[src/rtl/noc_input_port.sv]
// Router input port: a flit FIFO, a YX route lookup on the head flit, and a wormhole
// lock that keeps the packet's output direction until its tail has gone through.

module yx_processor #(
  parameter logic [7:0] ROUTER_ADDR = 8'h00
) (
  input  logic [7:0] dest_i,
  output logic [2:0] dir_o
);
  // Y is resolved first. Y grows southward and X grows eastward.
  always_comb begin
    dir_o = 3'b100;
    if (dest_i[3:0] > ROUTER_ADDR[3:0])      dir_o = 3'b001;
    else if (dest_i[3:0] < ROUTER_ADDR[3:0]) dir_o = 3'b000;
    else if (dest_i[7:4] > ROUTER_ADDR[7:4]) dir_o = 3'b011;
    else if (dest_i[7:4] < ROUTER_ADDR[7:4]) dir_o = 3'b010;
  end
endmodule

module noc_input_port #(
  parameter int         FLIT_W      = 34,
  parameter int         DEPTH       = 4,
  parameter logic [7:0] ROUTER_ADDR = 8'h00
) (
  input  logic                       clk_i,
  input  logic                       rst_n_i,
  input  logic [FLIT_W-1:0]          in_flit_i,
  input  logic                       in_valid_i,
  output logic                       in_ready_o,
  output logic                       out_req_o,
  output logic [2:0]                 out_dir_o,
  input  logic                       out_gnt_i,
  output logic [FLIT_W-1:0]          out_flit_o,
  output logic                       out_valid_o,
  input  logic                       out_ready_i,
  output logic [$clog2(DEPTH):0]     count_o,
  output logic                       err_o
);
  localparam int PW = $clog2(DEPTH);
  localparam int CW = PW + 1;

  typedef enum logic [1:0] {IDLE, ROUTE, ACTIVE} state_e;

  state_e            state_q, state_d;
  logic [2:0]        dir_q, dir_d;
  logic              err_q, err_d;
  logic [PW-1:0]     wr_ptr_q, wr_ptr_d, rd_ptr_q, rd_ptr_d;
  logic [CW-1:0]     count_q, count_d;
  logic [FLIT_W-1:0] mem_q [DEPTH];

  logic              wr_en, rd_en, drop, not_empty;
  logic [FLIT_W-1:0] head;
  logic [1:0]        head_type;
  logic [2:0]        route_dir;

  assign head       = mem_q[rd_ptr_q];
  assign head_type  = head[FLIT_W-1 -: 2];
  assign not_empty  = (count_q != '0);
  // Ready depends only on registered occupancy, so nothing downstream reaches it.
  assign in_ready_o = (count_q != CW'(DEPTH));
  assign wr_en      = in_valid_i & in_ready_o;
  assign rd_en      = (out_valid_o & out_ready_i) | drop;

  yx_processor #(.ROUTER_ADDR(ROUTER_ADDR)) u_yx (
    .dest_i (head[7:0]),
    .dir_o  (route_dir)
  );

  always_comb begin
    wr_ptr_d = wr_en ? PW'(wr_ptr_q + 1'b1) : wr_ptr_q;
    rd_ptr_d = rd_en ? PW'(rd_ptr_q + 1'b1) : rd_ptr_q;
    count_d  = count_q + CW'(wr_en) - CW'(rd_en);
  end

  always_comb begin
    state_d     = state_q;
    dir_d       = dir_q;
    err_d       = 1'b0;
    drop        = 1'b0;
    out_req_o   = 1'b0;
    out_valid_o = 1'b0;
    case (state_q)
      IDLE: begin
        if (not_empty) begin
          // type[0] set means head or head+tail; anything else is an orphan
          if (head_type[0]) begin
            state_d = ROUTE;
            dir_d   = route_dir;
          end else begin
            drop  = 1'b1;
            err_d = 1'b1;
          end
        end
      end
      ROUTE: begin
        out_req_o = 1'b1;
        if (out_gnt_i) state_d = ACTIVE;
      end
      ACTIVE: begin
        out_req_o   = 1'b1;
        out_valid_o = not_empty & out_gnt_i;
        if (out_valid_o && out_ready_i && head_type[1]) state_d = IDLE;
      end
      default: state_d = IDLE;
    endcase
  end

  always_ff @(posedge clk_i or negedge rst_n_i) begin
    if (!rst_n_i) begin
      state_q  <= IDLE;
      dir_q    <= 3'b000;
      err_q    <= 1'b0;
      wr_ptr_q <= '0;
      rd_ptr_q <= '0;
      count_q  <= '0;
    end else begin
      state_q  <= state_d;
      dir_q    <= dir_d;
      err_q    <= err_d;
      wr_ptr_q <= wr_ptr_d;
      rd_ptr_q <= rd_ptr_d;
      count_q  <= count_d;
    end
  end

  // Storage needs no reset: occupancy alone decides what is valid.
  always_ff @(posedge clk_i) begin
    if (wr_en) mem_q[wr_ptr_q] <= in_flit_i;
  end

  assign out_dir_o  = dir_q;
  assign out_flit_o = head;
  assign count_o    = count_q;
  assign err_o      = err_q;
endmodule
[config.mk]
export PLATFORM = sky130hd
export DESIGN_NAME = noc_input_port
export DESIGN_NICKNAME = d
export VERILOG_FILES = /design/src/rtl/noc_input_port.sv
export SDC_FILE = /design/constraint.sdc
export NUM_CORES = 1
export LEC_CHECK = 0
export CAP_MARGIN = 20
export CORE_MARGIN = 2
export CORE_UTILIZATION = 58
export DETAILED_ROUTE_END_ITERATION = 6
export PLACE_DENSITY = 0.95
export SETUP_SLACK_MARGIN = 0.2
export SYNTH_ARGS = -nofsm -noshare
export SYNTH_HDL_FRONTEND = slang
export SYNTH_HIERARCHICAL = 1
export SYNTH_SLANG_ARGS = --single-unit
[constraint.sdc]
create_clock -name clk_i -period 4.8 [get_ports clk_i]
set_clock_uncertainty 0.05 [all_clocks]
set_input_delay 0.96 -clock clk_i [delete_from_list [all_inputs] [get_ports clk_i]]
set_output_delay 0.96 -clock clk_i [all_outputs]
set_load 0.03 [all_outputs]
==> results.tsv, run 1 <==
stage	metric	value	unit
run_status	outcome	completed	
finish	layout.cells.most_common	sky130_fd_sc_hd__edfxtp_1	
timing	fin_hold_ws	472	ps
placement	placement.setup.worst_slack	1510	ps
logic_synthesis	seq_area_frac_synth	77.4	%
timing	finalWorstPathRequiredPeriod	3610	ps
placement	dp_hpwl	5930	microns
cts	clkSlewWorstSetupHoldPaths	60	ps
finish	finalNetCount	394	
finish	area_delta_synth_final	26.5	%
detailed_routing	detail_route.wirelength	10000	microns
timing	final.setup.tns	0	ps
cts	cts_resized	0	
finish	layout-drive-gt1-share	22.5	%
cts	tritoncts	built	
timing	setup_slack	1190	ps
critical_path	critPathCaptureType	output port	
timing	achievable_frequency	0.277	GHz
detailed_routing	routed_via_density	5.56	
logic_synthesis	top_flip_flop_cell_by_instance_count_after_synthesis	sky130_fd_sc_hd__edfxtp_1	
logic_synthesis	synthCells	250	
floorplanning	ioPinCount	83	
worst_hold_path	min_path_type	register to register	
critical_path	worst_path_class_setup	register to output port	
finish	filler_cell_count	569	
grt	first_global_vias	2987	
logic_synthesis	async_reset_ff_share	8.72	%
placement	io_buffers	82	
logic_synthesis	syn-cell-area	5700	sq um
cts	postCtsHoldBufs	0	
grt	number_of_antenna_violations_at_the_first_check_in_global_routing	0	
floorplanning	chipWidth	103	microns
cts	postCtsSetupRepairBufs	0	
critical_path	cp.arrival	2600	ps
logic_synthesis	synthesis.nets	300	
detailed_routing	drt_pass1_iterations	4	
detailed_routing	detailroute.via_count	2720	
logic_synthesis	number_of_enable_type_register_cells_in_the_synthesized_netlist	136	
detailed_routing	detail_route.wl_per_cell	20.5	microns
logic_synthesis	ys_warn_count	6	
timing	timing.final.hold_violations	0	
power	power_density	684	nW/um^2
cts	maximum_clock_path_buffer_count	2	
timing	slew_headroom	38.3	%
floorplanning	core.rowCount	36	
cts	clkLatencyLatePin	510	ps
cts	numClockSinks	149	
timing	grt_setup_unrepaired	false	
grt	grtUsageTotal	20.7	%
logic_synthesis	yosysUniqueCellTypes	29	
grt	grt_pass1_wl	15600	microns
finish	n_antenna_cell	0	
power	vdd.ir_drop.worst	0.000371	V
cts	clock_tree.htree_level_count	4	
finish	mostFrequentLayoutCells	136 x sky130_fd_sc_hd__edfxtp_1, 82 x sky130_fd_sc_hd__clkdlybuf4s50_1, 33 x sky130_fd_sc_hd__mux4_2, 16 x sky130_fd_sc_hd__clkbuf_16, 11 x sky130_fd_sc_hd__dfrtp_1	
critical_path	cp_data_required_time	3790	ps
floorplanning	placeableCoreArea	9640	sq um
flow_run	max_capacitance_violation_total	0	
critical_path	crit_path_max_fanout	35	
power	static-leakage-power	2.44	nW
floorplanning	die_height	103	microns
timing	tightest_slew	926	ps
detailed_routing	drc	0	
detailed_routing	ant_nets	0	
critical_path	setup.worst_path.start_class	register	
floorplanning	floorplan.initialDensity	59.1	%
logic_synthesis	ys_seq_elements	149	
cts	tritoncts.num_buffers	17	
timing	maxSlewViolCount	0	
timing	setup_violations	0	
grt	overflow	0	
logic_synthesis	syn_area_per_cell	22.8	sq um
detailed_routing	initialDrtViolationCount	159	
timing	final.period_utilization	75.1	%
floorplanning	fp.dieArea	10600	sq um
placement	gp_routability_congestion	0.769	
grt	grt_max_degree	36	
cts	clockRootBuffer	sky130_fd_sc_hd__clkbuf_8	
## cells by family (layout without fill, tap and decap cells)
| family | count (synthesis) | in the layout | synth area share, % |
|---|---|---|---|
| flip-flops | 149 | 149 | 77.4 |
| multiplexers | 39 | 39 | 14.6 |
| AO/OA/AOI/OAI | 5 | 5 | 0.724 |
| XOR/XNOR | 5 | 5 | 0.769 |
| adder cells (fa/ha/maj) | 11 | 11 | 2.55 |
| buffers and inverters | 18 | 124 | 1.38 |
| AND/OR/NAND/NOR | 23 | 23 | 2.63 |
## power by group
group	total (mW)	switching, mW	internal [mW]
logic	1.84	1.01	0.833
registers	1.89	0.161	1.73
clock network	1.20	0.508	0.687
total	4.93	1.68	3.25
## synthesized netlist by cell type, types with 2 or more instances
master,number,area (sq um)
sky130_fd_sc_hd__edfxtp_1,136,4080
sky130_fd_sc_hd__mux2_2,4,45.0
sky130_fd_sc_hd__nand2_1,3,11.3
sky130_fd_sc_hd__mux4_2,33,743
sky130_fd_sc_hd__nand3_1,3,15.0
sky130_fd_sc_hd__nor2_1,2,7.51
sky130_fd_sc_hd__buf_2,3,15.0
sky130_fd_sc_hd__xnor2_1,4,35.0
sky130_fd_sc_hd__and2_1,4,25.0
sky130_fd_sc_hd__and3_1,5,31.3
sky130_fd_sc_hd__ha_1,10,125
sky130_fd_sc_hd__clkbuf_1,5,18.8
sky130_fd_sc_hd__dfrtp_1,13,325
sky130_fd_sc_hd__inv_1,9,33.8
sky130_fd_sc_hd__nor2b_1,2,12.5
## per-layer routing
metal | vias up | track usage (%) | wire length, microns
met3 | 10 | 6.78 | 612
met5 | - | 0 | 0
met2 | 89 | 34.8 | 5310
li1 | 1208 | - | -
met4 | 0 | 7.19 | 79
met1 | 1413 | 25.7 | 4000
## final timing paths
check	start	to	slack, ps	depth (start not counted)
setup / recovery	rd_ptr_q[1]	out_flit_o[0]	1190	2
max in group asynchronous	rst_n_i	rd_ptr_q[1]	3500	1
min in group asynchronous	rst_n_i	err_o	770	1
hold / removal	out_dir_o[1]	out_dir_o[1]	470	1
hold reg to reg	out_dir_o[1]	out_dir_o[1]	470	1
setup reg to reg	rd_ptr_q[1]	count_o[2]	1720	10
## through the flow
| step | util, % | instances | total power, mW | area [sq um] |
|---|---|---|---|---|
| after floorplan | - | 250 | 3.11 | 5700 |
| after global placement | 69.1 | 458 | 3.73 | 6660 |
| after detailed placement | 69.1 | 458 | 3.77 | 6660 |
| after CTS | 74.8 | 489 | 4.99 | 7210 |
| after global routing | 74.8 | 489 | 5.16 | 7210 |
| final | 74.8 | 489 | 4.93 | 7210 |
## flip-flops by register name, summed over array words and instances (netlist names)
name and flops:
rd_ptr_q 2, state_q 2, wr_ptr_q 2, out_dir_o 3, mem_q 136, count_o 3, err_o 1
## area by class of cell
type / count / area, sq um / share of cell area [%]
Clock buffer: 17 / 414 / 5.75
Sequential cell: 149 / 4410 / 61.2
Multi-Input combinational cell: 83 / 1210 / 16.9
Inverter: 9 / 33.8 / 0.469
Timing Repair Buffer: 84 / 836 / 11.6
Clock inverter: 14 / 130 / 1.81
Tap cell: 133 / 166 / 2.31
## worst max-delay path, stage by stage, from the launching register on
cell                              delay, ps
sky130_fd_sc_hd__dfrtp_2                950
sky130_fd_sc_hd__mux4_1                 500
sky130_fd_sc_hd__clkdlybuf4s50_1        640
Power figures use the tool's default switching activity.
==> inputs of run 2 (changes only) <==
Settings changed: CORE_UTILIZATION 58 to 49, PLACE_DENSITY 0.95 to 0.87.
Clock period 4.8 ns to 3.17 ns, I/O delays scaled along.
==> results.tsv, run 2 (synthesis results as in run 1) <==
stage	metric	value	unit	change
run_status	outcome	completed		
floorplanning	fp.dieArea	12500	sq um	+18%
power	internal_power_of_the_cells	4.80	mW	+48%
cts	maximum_clock_path_buffer_count	2		unchanged
timing	timing.final.hold_violations	0		unchanged
timing	finalWorstPathRequiredPeriod	2890	ps	
finish	layout.cells.most_common	sky130_fd_sc_hd__edfxtp_1		
grt	grtUsageTotal	18.0	%	-2.7 points
critical_path	setup.worst_path.start_class	register		
finish	mostFrequentLayoutCells	136 x sky130_fd_sc_hd__edfxtp_1, 54 x sky130_fd_sc_hd__clkdlybuf4s50_1, 33 x sky130_fd_sc_hd__mux4_2, 20 x sky130_fd_sc_hd__dlygate4sd2_1, 17 x sky130_fd_sc_hd__clkbuf_16		
worst_hold_path	hold_path_startpoint	out_dir_o[2]		
finish	filler_cell_count	769		+35%
worst_hold_path	min_path_type	register to register		
cts	postCtsSetupRepairBufs	0		unchanged
power	combPwrFrac	39.7	%	+2.3 points
placement	gp_routability_congestion	0.706		-8.2%
flow_run	max_capacitance_violation_total	0		unchanged
grt	number_of_antenna_violations_at_the_first_check_in_global_routing	1		+1
critical_path	worstPathCellList	buf_4, mux4_2, clkdlybuf4s50_1		
timing	maxSlewViolCount	0		unchanged
timing	fin_hold_ws	458	ps	-14.1 ps
finish	final-instance-count-excl-fill	504		+3.1%
critical_path	crit_path_max_fanout	7		-80%
timing	slew_headroom	59.4	%	+21 points
floorplanning	die_height	112	microns	+8.5%
power	net-switching-power	2.51	mW	+50%
power	total_power	7.31	mW	+48%
grt	groute.layer.met3.usage	6.42	%	-0.36 points
finish	fin_util	63.8	%	-11 points
timing	setup_slack	277	ps	-918 ps
cts	clkLatencyLatePin	410	ps	-100 ps
detailed_routing	initialDrtViolationCount	167		+5.0%
critical_path	crit_path_top_delay_cell	sky130_fd_sc_hd__clkdlybuf4s50_1		
grt	grt_use_met1	21.9	%	-3.8 points
cts	clock_tree.htree_level_count	4		unchanged
cts	tritoncts.num_buffers	17		unchanged
critical_path	cp_data_required_time	2490	ps	-1300 ps
finish	largest-register	mem_q		
power	power_density	1010	nW/um^2	+47%
finish	seq_area	4410	sq um	unchanged
finish	area_delta_synth_final	27.4	%	
critical_path	cp.arrival	2210	ps	-390 ps
timing	grt_setup_unrepaired	false		
finish	multi_input_comb_area	1210	sq um	unchanged
finish	largest_register_ffs	136		unchanged
timing	achievable_frequency	0.346	GHz	
grt	grt_max_degree	29		-19%
critical_path	worst_path_class_setup	register to output port		
critical_path	path_delay_family	buffers and inverters		
power	share_seq_of_total_power	37.6	%	-0.8 points
grt	global_route.peak_usage_layer	met2		
detailed_routing	routed_via_density	5.45		-2.0%
detailed_routing	drc	0		unchanged
critical_path	critical_path_buf_inv_count	2		+1
timing	setup_violations	0		unchanged
timing	final.setup.tns	0	ps	unchanged
critical_path	critical_path.startpoint	rd_ptr_q[0]		
grt	overflow	0		unchanged
finish	layout-drive-gt1-share	21.6	%	-0.87 points
grt	grt_pass1_wl	16300	microns	+4.7%
grt	first_global_vias	2958		-0.97%
finish	finalNetCount	400		+1.5%
detailed_routing	detailroute.via_count	2747		+0.99%
placement	post-place-cells	474		+3.5%
placement	dp_hpwl	6650	microns	+12%
cts	tritoncts	built		
floorplanning	floorplan.initialDensity	50.1	%	-9.0 points
detailed_routing	detail_route.wl_per_cell	20.6	microns	+0.61%
detailed_routing	drt_pass1_iterations	6		+2
critical_path	rr_startpoint	rd_ptr_q[0]		
placement	placement.setup.worst_slack	364	ps	-1150 ps
cts	numClockSinks	149		unchanged
floorplanning	core.rowCount	39		+8.3%
floorplanning	chipWidth	112	microns	+8.5%
floorplanning	ioPinCount	83		unchanged
critical_path	critPathCaptureType	output port		
power	static-leakage-power	2.57	nW	+5.5%
power	power.share.clock	22.7	%	-1.6 points
power	netSwitchingFraction	34.3	%	+0.31 points
floorplanning	placeableCoreArea	11400	sq um	+18%
cts	clockRootBuffer	sky130_fd_sc_hd__clkbuf_16		
critical_path	timing.critical_path.slowest_cell_delay	620	ps	-330 ps
timing	tightest_slew	607	ps	-319 ps
placement	postPlaceCellArea	6780	sq um	+1.8%
timing	final.period_utilization	91.3	%	
cts	postCtsHoldBufs	0		unchanged
cts	clkSlewWorstSetupHoldPaths	60	ps	about the same
grt	grtUsageMet2	28.9	%	-5.9 points
finish	n_antenna_cell	0		unchanged
detailed_routing	detail_route.wirelength	10400	microns	+3.7%
power	vdd.ir_drop.worst	0.000699	V	+88%
finish	final_cell_area	7260	sq um	+0.71%
detailed_routing	ant_nets	0		unchanged
placement	io_buffers	82		unchanged
run 2: repair_timing:
item	CTS	global route
gates cloned	0	0
pin swaps	0	0
resized for setup	20	8
setup endpoints to repair	20	8
run 2: power groups by stage:
stage / Clock (mW) / Combinational, mW / Sequential (mW)
floorplan: 0 / 1.91 / 2.80
global placement: 0 / 3.03 / 2.75
detailed placement: 0 / 3.07 / 2.79
CTS: 1.69 / 2.97 / 2.75
global route: 1.79 / 3.09 / 2.78
finish: 1.66 / 2.91 / 2.75
run 2: layout make-up:
| cell class | instances | area share (%) |
|---|---|---|
| clock buffer | 21 | 6.07 |
| clock inverter | 9 | 0.552 |
| inverter | 9 | 0.465 |
| multi-input combinational | 83 | 16.7 |
| sequential | 149 | 60.8 |
| tap | 143 | 2.47 |
| timing repair buffer | 90 | 12.9 |
run 2: final timing paths:
kind | end | slack [ps] | cells past startpoint
hold / removal | out_dir_o[2] | 460 | 1
setup reg to reg | count_o[2] | 510 | 10
max in group asynchronous | rd_ptr_q[0] | 2090 | 1
hold reg to reg | out_dir_o[2] | 460 | 1
setup / recovery | out_flit_o[1] | 280 | 3
min in group asynchronous | err_o | 550 | 1
run 2: layer usage:
metal | up-vias | routed length [microns]
met2 | 93 | 5440
met3 | 14 | 654
met5 | - | 0
li1 | 1224 | -
met4 | 0 | 195
met1 | 1416 | 4090
